## src/rtl/split_from_noc.sv

```systemverilog
// Receive-side NoC demultiplexer: steers whole packets to a header or payload output.
// Each output has a 2-entry registered buffer; malformed input beats are dropped and counted.
module split_from_noc #(
    parameter int DATA_WIDTH = 64,
    localparam int EMPTY_W = $clog2(DATA_WIDTH/8)
) (
    input  logic                  clk,
    input  logic                  reset_n,

    input  logic                  in_valid,
    output logic                  in_ready,
    input  logic                  in_sop,
    input  logic                  in_eop,
    input  logic                  in_error,
    input  logic [EMPTY_W-1:0]    in_empty,
    input  logic [DATA_WIDTH-1:0] in_data,
    input  logic                  i_payload_in,

    output logic                  out_header_valid,
    input  logic                  out_header_ready,
    output logic                  out_header_sop,
    output logic                  out_header_eop,
    output logic                  out_header_error,
    output logic [EMPTY_W-1:0]    out_header_empty,
    output logic [DATA_WIDTH-1:0] out_header_data,

    output logic                  out_payload_valid,
    input  logic                  out_payload_ready,
    output logic                  out_payload_sop,
    output logic                  out_payload_eop,
    output logic                  out_payload_error,
    output logic [EMPTY_W-1:0]    out_payload_empty,
    output logic [DATA_WIDTH-1:0] out_payload_data,

    output logic [15:0]           o_hdr_pkts,
    output logic [15:0]           o_pay_pkts,
    output logic [15:0]           o_drop_beats
);

    typedef enum logic [1:0] {IDLE, HEAD, PAYLOAD, DROP} state_t;

    typedef struct packed {
        logic                  sop;
        logic                  eop;
        logic                  error;
        logic [EMPTY_W-1:0]    empty;
        logic [DATA_WIDTH-1:0] data;
    } beat_t;

    localparam int H = 0;
    localparam int P = 1;

    state_t     state, state_next;
    logic       ready_en;
    beat_t      fifo [2][2];
    logic [1:0] cnt [2];
    logic [1:0] push, pop, out_ready;
    beat_t      in_beat, push_beat;
    logic       accept, drop;

    assign out_ready = {out_payload_ready, out_header_ready};
    assign in_beat   = {in_sop, in_eop, in_error, in_empty, in_data};

    // ready_en keeps in_ready low during reset and until the first clock after release
    always_comb begin
        case (state)
            HEAD:    in_ready = ready_en && (cnt[H] != 2'd2);
            PAYLOAD: in_ready = ready_en && (cnt[P] != 2'd2);
            default: in_ready = ready_en && (cnt[H] != 2'd2) && (cnt[P] != 2'd2);
        endcase
    end

    assign accept = in_valid && in_ready;

    always_comb begin
        for (int i = 0; i < 2; i++) pop[i] = (cnt[i] != 2'd0) && out_ready[i];
    end

    // NOTE: every output of this block gets a default first, so no latch is inferred.
    always_comb begin
        push       = '0;
        drop       = 1'b0;
        push_beat  = in_beat;
        state_next = state;
        if (accept) begin
            case (state)
                HEAD, PAYLOAD: begin
                    if (state == PAYLOAD) push[P] = 1'b1;
                    else                  push[H] = 1'b1;
                    if (in_sop) begin
                        push_beat.sop   = 1'b0;
                        push_beat.error = 1'b1;
                    end
                    if (in_eop) state_next = IDLE;
                end
                default: begin
                    if (in_sop) begin
                        push[i_payload_in] = 1'b1;
                        state_next = in_eop ? IDLE : (i_payload_in ? PAYLOAD : HEAD);
                    end else begin
                        drop       = 1'b1;
                        state_next = in_eop ? IDLE : DROP;
                    end
                end
            endcase
        end
    end

    // NOTE: sequential state uses non-blocking assignments so every flop samples pre-edge values.
    always_ff @(posedge clk or negedge reset_n) begin
        if (!reset_n) begin
            state        <= IDLE;
            ready_en     <= 1'b0;
            o_hdr_pkts   <= '0;
            o_pay_pkts   <= '0;
            o_drop_beats <= '0;
        end else begin
            state    <= state_next;
            ready_en <= 1'b1;
            if (pop[H] && fifo[H][0].eop) o_hdr_pkts   <= o_hdr_pkts + 16'd1;
            if (pop[P] && fifo[P][0].eop) o_pay_pkts   <= o_pay_pkts + 16'd1;
            if (drop)                     o_drop_beats <= o_drop_beats + 16'd1;
        end
    end

    // NOTE: the buffer entries are reset because the head entry drives the outputs directly.
    always_ff @(posedge clk or negedge reset_n) begin
        if (!reset_n) begin
            for (int i = 0; i < 2; i++) begin
                fifo[i][0] <= '0;
                fifo[i][1] <= '0;
                cnt[i]     <= 2'd0;
            end
        end else begin
            for (int i = 0; i < 2; i++) begin
                // entry 0 is always the head; entry 1 shifts down on pop
                case ({push[i], pop[i]})
                    2'b10: begin
                        if (cnt[i] == 2'd0) fifo[i][0] <= push_beat;
                        else                fifo[i][1] <= push_beat;
                        cnt[i] <= cnt[i] + 2'd1;
                    end
                    2'b01: begin
                        fifo[i][0] <= fifo[i][1];
                        cnt[i]     <= cnt[i] - 2'd1;
                    end
                    2'b11: fifo[i][0] <= push_beat;
                    default: ;
                endcase
            end
        end
    end

    assign out_header_valid  = (cnt[H] != 2'd0);
    assign out_header_sop    = fifo[H][0].sop;
    assign out_header_eop    = fifo[H][0].eop;
    assign out_header_error  = fifo[H][0].error;
    assign out_header_empty  = fifo[H][0].empty;
    assign out_header_data   = fifo[H][0].data;

    assign out_payload_valid = (cnt[P] != 2'd0);
    assign out_payload_sop   = fifo[P][0].sop;
    assign out_payload_eop   = fifo[P][0].eop;
    assign out_payload_error = fifo[P][0].error;
    assign out_payload_empty = fifo[P][0].empty;
    assign out_payload_data  = fifo[P][0].data;

endmodule

```

## config.mk

```make
export PLATFORM = sky130hd
export DESIGN_NAME = split_from_noc
export DESIGN_NICKNAME = d
export VERILOG_FILES = /design/src/rtl/split_from_noc.sv
export SDC_FILE = /design/constraint.sdc
export NUM_CORES = 1
export LEC_CHECK = 0
export BUFFER_PORTS_ARGS = -buffer_cell sky130_fd_sc_hd__buf_2
export CORE_ASPECT_RATIO = 0.9
export CORE_MARGIN = 8
export CORE_UTILIZATION = 59
export CTS_CLUSTER_DIAMETER = 50
export DETAILED_ROUTE_END_ITERATION = 10
export PLACE_DENSITY_LB_ADDON = 0.15
export SLEW_MARGIN = 15
export SYNTH_ARGS = -nofsm -noshare
export SYNTH_HDL_FRONTEND = slang
export SYNTH_SLANG_ARGS = --single-unit
```

## constraint.sdc

```tcl
create_clock -name clk -period 5.95 [get_ports clk]
set_clock_uncertainty 0.1 [all_clocks]
set_input_delay 0.8925 -clock clk [delete_from_list [all_inputs] [get_ports clk]]
set_output_delay 0.8925 -clock clk [all_outputs]
set_load 0.02 [all_outputs]
```

## After elaboration in Yosys (flattened, before gate mapping)

Cells that the tools add are included.
W data, S select, Z words.

- Divide/modulo/power cells: 0
- Reductions and logical operators: 23
- Multipliers: 0
- Bitwise logic cells: 2
- $add $sub $neg: 7
- Multiplexer cells: 28
- Equal/unequal tests: 13
- Shift operators: 0
- Magnitude comparators: 2

Operator list:

| kind | number |
|---|---|
| $pmux W70 S3 | 2 |
| $mux W70 | 2 |
| $add A16 B1 Y16 const B | 3 |
| $mux W2 | 9 |
| $mux W1 | 11 |
| $eq A2 B2 Y1 const B | 5 |
| $ne A2 B2 Y1 const B | 5 |
| $reduce_and A2 Y1 | 5 |
| $logic_and A1 B1 Y1 | 9 |
| $pmux W2 S2 | 2 |
| $reduce_bool A2 Y1 | 4 |
| $eq A2 B1 Y1 const B | 3 |
| $reduce_bool A3 Y1 | 2 |
| $add A2 B1 Y2 const B | 2 |
| $logic_not A2 Y1 | 2 |
| $sub A2 B1 Y2 const B | 2 |
| $lt A1 B2 Y1 const B | 1 |
| $not A1 Y1 | 2 |
| $pmux W1 S2 | 1 |
| $reduce_or A2 Y1 | 1 |
| $demux W1 S1 | 1 |
| $ge A1 B1 Y1 const B | 1 |

- Bits in writable memories: 0
- Register bits: 335
- Latch bits: 0
- Memories kept: 0
- Output and inout port bits: 191
- Bits of input ports: 76
- ROM bits: 0
- Word-level logic and storage cells: 102

## Depth between registers and ports, before layout

- Depth after elaboration: 10
- Depth in mapped cells: 11
- Gate-level depth less buffers: 10

## Worst setup path before layout

OpenSTA, ideal clock, no wires.

- Path kind: in2reg
- Start point: in in_sop
- End point: reg fifo (netlist bit out_payload_data[35])
- Required time: 5,723 ps
- Setup time: 127 ps
- Buffers on the path: 3
- Data arrival time: 2,928 ps
- Cell stages on the path: 8
- Path slack: 2,794 ps
- Cells stage by stage: clkbuf_1 -> a31oi_1 -> nand2b_1 -> ha_1 -> clkbuf_1 -> clkbuf_1 -> mux2_2 -> mux2_1

- Cells in the longest elaborated chain, start to end: 6
- Elaborated cells between the ends (all ways): 10
- Those cells by class: eq/ne: 4; mux: 4; reduce/logical: 2

RTL lines:

| element | line | RTL |
|---|---|---|
| from (decl) | 12 | `input logic in_sop,` |
| $mux W2 * | 97 | `if (in_sop) begin` |
| $mux W2 * | 86 | `case (state)` |
| $mux W2 * | 85 | `if (accept) begin` |
| $eq A2 B2 Y1 or $eq A2 B1 Y1 (tied branches) | 137 | `case ({push[i], pop[i]})` |
| $ne A2 B2 Y1 (no line) or $reduce_bool A3 Y1 (tied branches) | - |  |
| $reduce_and A2 Y1 (no line) | - |  |
| to (signal, indexed assignment) | 139 | `if (cnt[i] == 2'd0) fifo[i][0] <= push_beat;` |
| to (signal, indexed assignment) | 140 | `else fifo[i][1] <= push_beat;` |
| to (signal, indexed assignment) | 144 | `fifo[i][0] <= fifo[i][1];` |
| to (decl) | 55 | `beat_t fifo [2][2];` |

Mark *: on every way between the ends. The rest lies on a longest branch, timed or not.
A chain may end at the register's enable or synchronous reset.

## Worst setup path in the final report

- Start point: reg state[0]
- End point: reg fifo (netlist bit out_payload_data[26])

- Cells in the longest elaborated chain, start to end: 7
- Elaborated cells between the ends (all ways): 15
- Those cells by class: eq/ne: 6; mux: 5; reduce/logical: 4

RTL lines:

| element | line | RTL |
|---|---|---|
| from (decl) | 53 | `state_t state, state_next;` |
| from (signal assigned) | 118 | `state <= state_next;` |
| $eq A2 B2 Y1 or $eq A2 B1 Y1 (tied branches) | 66, 86, 88 |  |
| $pmux W1 S2, or another cell as far along | 66 | `case (state)` |
| $logic_and A1 B1 Y1 or $mux W2 (tied branches) | 73, 86 |  |
| $mux W2 * | 85 |  |
| $eq A2 B2 Y1 or $eq A2 B1 Y1 (tied branches) | 137 |  |
| $ne A2 B2 Y1 (no line) or $reduce_bool A3 Y1 (tied branches) | - |  |
| $reduce_and A2 Y1 (no line) | - |  |

Marks and branches as above.

==> results.md <==
- Status: complete, no violations
- Flop-to-flop setup slack: 2330 ps
- CTS resizes: 0
- #FFs+latches synth: 335
- Row cnt: 57
- Syn Inst Count: 1141
- Peak supply drop: 305.7 uV
- DR vias: approximately 8900
- Met2 Track Usage GR: 0.3148
- Synth area leaders: dfrtp_1 52%, mux2_2 21%, mux2_4 10%
- Area grow syn2layout: 10.46%
- Adder-Cell Fraction of Synth Area: 0.006959
- FF-to-FF path depth: 9
- CP endpoint: out_payload_data[26]
- Die area: 32990 sq um
- Post-CTS Setup Bufs: 0
- Die Span X: 190.6 um
- Critical path type: flip-flop to flip-flop
- Clk slew on worst S/H paths: 60 ps
- CTS Root Cell: clkbuf_16
- Slowest cell on the critical path: ha_4
- Final ANT Viol Nets: 0
- Dpl hpwl: roughly 22 mm
- Largest family of logic cells by synthesized area: multiplexers
- Worst-Skew Late Latency: 500 ps
- # DRC: 0
- Initial antenna violation count: 4
- CP required: 6220 ps
- Total negative slack: 0 ps
- RSZ-0062 raised after global routing: false
- Routed WL per cell: between 20 and 25 um
- CTS Hold Bufs: 0
- Clock Tree Buf Depth: 3
- Sequential-to-total area share from yosys stat: 0.5181
- Post-Syn Area per Cell: 14.18 sq um
- Yosys top cell by area: dfrtp_1
- Worst slew margin: 0.2817
- Crit path from: state[0]
- Net Count, Synth: 1226
- Synth Area in XOR/XNOR: 0.02761
- Initial core utilization: 0.6002
- Ys flop type: dfrtp_1
- Layout cells sized above 1: 0.5774
- Final hold violation count: 0
- Multiplexer area fraction after synthesis: 0.3168
- Final GP Congestion: approximately 0.77
- CP peak stage delay: 610 ps
- GR Util met1: 0.2697
- Mapped cell area: 16180 sq um
- Actual slew at the worst max-slew pin: approximately 1100 ps
- Final cell count without fillers: roughly 1600
- Tcrit/Tclk final: 0.6091
- Ys Warns: 0
- Worst path arrival time: 3900 ps
- Core area: 26960 sq um
- Worst r2r dst: out_payload_data[26]
- Die Ht: around 170 um
- Drt pass-1 iters: 6
- Worst r2r src: state[0]
- First-pass GRT wire length: 53.52 mm
- Grt total ovfl: 0
- Fmax: 0.2759 GHz
- Crit path capture type: flip-flop
- Largest net degree at the start of global routing: 177
- H-tree depth: 2
- Worst Hold Class: flip-flop to flip-flop
- Max-slew violations: 0
- Inst Count DP: 1585
- Asr flop ratio synth: 1.000
- M3 GR Usage: 0.04988
- Simple-gate share of the synthesized area: 0.03333
- Post-synth EDFFs: 0
- Number of nets in the layout: 1355
- Final wirelength: between 30 and 40 mm
- PortBufs: 266
- GRT Max-Usage Layer: met2
- Vias in the first global route: 9634
- Critical-path cell list: inv_1 > ha_1 > nor2b_1 > a31oi_1 > nand2b_1 > ha_4 > buf_4 > mux2_2 > mux2_4
- Number of unique standard cell types used by synthesis: between 40 and 50
- Num CTS Buffers: 37
- Vias per cell: roughly 5.4
- Iteration-0 DRC Markers: 340
- Clock sink count: 335
- Post-layout min period: 3624 ps
- CTS tree: done
- Power per cell area: 561.0 nW/um^2
- Area fraction of the dominant cell type after synthesis: 0.5181
- Critical path peak fanout: 43
- Total GRT Usage: 0.1993
- Setup-failing EPs final: 0
- Startpoint type of the worst setup path: flip-flop
- Leak Pwr: 0.008756 uW
- Max Cap Viol: 0
- Compound-Gate Fraction of Synth Area: 0.01160
- # IOs: 267
==> stage by stage <==
step / hold slack (ps) / power [uW] / setup slack, ps / utilization / instance area [sq um]
6_report: 370.1 / 10030 / 2326 / 0.6630 / 17870
5_1_grt: 405.8 / 10590 / 2120 / 0.6629 / 17870
4_1_cts: 371.6 / 10140 / 2297 / 0.6629 / 17870
3_5_place_dp: 364.3 / 7979 / 2244 / 0.6219 / 16770
3_3_place_gp: 359.0 / 7845 / 2313 / 0.6219 / 16770
2_1_floorplan: 349.6 / 7433 / 2794 / - / 16180
==> layout make-up <==
type / count / area, sq um
Tap cell: 354 / 442.9
Timing Repair Buffer: 275 / 1434
Clock buffer: 53 / 1036
Inverter: 11 / 41.29
Antenna cell: 1 / 2.502
Multi-Input combinational cell: 610 / 6465
Clock inverter: 8 / 68.82
Fill cell: 2023 / 9085
Sequential cell: 335 / 8383
==> state kept, by name, indices dropped and copies added, names as in the netlist <==
name and cells:
fifo 140, out_header_data 64, out_payload_data 64, o_drop_beats 16, o_hdr_pkts 16, o_pay_pkts 16, cnt 4, out_header_empty 3
out_payload_empty 3, state 2, out_header_eop 1, out_header_error 1, out_header_sop 1, out_payload_eop 1, out_payload_error 1, out_payload_sop 1
ready_en 1
==> Yosys cell counts (6+ instances only) <==
cell type  number
clkbuf_1       16
mux2_2        299
mux2_4        110
nor4_1         12
nand3_1        23
xnor2_1        27
nor2_1         15
inv_1          10
ha_1            9
nand2_1        26
xor2_1         24
dfrtp_1       335
mux2_1          6
o21ai_0         9
buf_2          18
buf_4         134
buf_6          16
==> how the worst min path moves through the flow <==
stage,start,end,cells after the start
finish,o_hdr_pkts[15],o_hdr_pkts[15],1
global route,fifo[32],fifo[32],1
CTS,o_hdr_pkts[15],o_hdr_pkts[15],1
detailed placement,o_hdr_pkts[15],o_hdr_pkts[15],1
global placement,o_hdr_pkts[15],o_hdr_pkts[15],1
floorplan,fifo[207],fifo[207],2
==> per-layer routing <==
layer  wire, um  up-vias
met5         46        -
met4        710        8
met3       2157       61
met2      15220      223
met1      15000     4518
li1           -     4104
==> worst max-delay path: cells and delay by family, from the launching register on <==
family,cells,cell delay [ps]
adder cells (fa/ha/maj),2,1110
buffers and inverters,2,590
AO/OA/AOI/OAI,1,300
multiplexers,2,670
flip-flops,1,360
AND/OR/NAND/NOR,2,330
==> cells in the final DEF, fill, tap and decap left out, types with 6 or more instances in the layout <==
master       n
nand3_1     23
xor2_1      24
nor2_1      15
buf_2      265
nor4_1      12
clkinv_2     6
mux2_1       6
ha_1         7
nand2_1     24
o21ai_0      9
xnor2_1     27
clkbuf_16   37
dfrtp_1    335
mux2_2     299
mux2_4     110
inv_1       10
buf_4        7
clkbuf_1    11
==> logic make-up (layout without fill, tap and decap cells) <==
| group | after synthesis | after routing |
|---|---|---|
| multiplexers | 419 | 419 |
| flip-flops | 335 | 335 |
| buffers and inverters | 196 | 347 |
| AND/OR/NAND/NOR | 106 | 106 |
| XOR/XNOR | 51 | 51 |
| AO/OA/AOI/OAI | 24 | 24 |
| adder cells (fa/ha/maj) | 9 | 9 |
| other | 1 | 2 |
==> power breakdown <==
part | switching, uW | internal (uW) | total (uW) | leakage (uW)
clock network | 868 | 1250 | 2120 | 0.000547
registers | 617 | 3290 | 3900 | 0.00417
logic | 1940 | 2060 | 4010 | 0.00404
total | 3430 | 6600 | 10000 | 0.00876
Note: power is estimated with default switching activity, not from simulation.
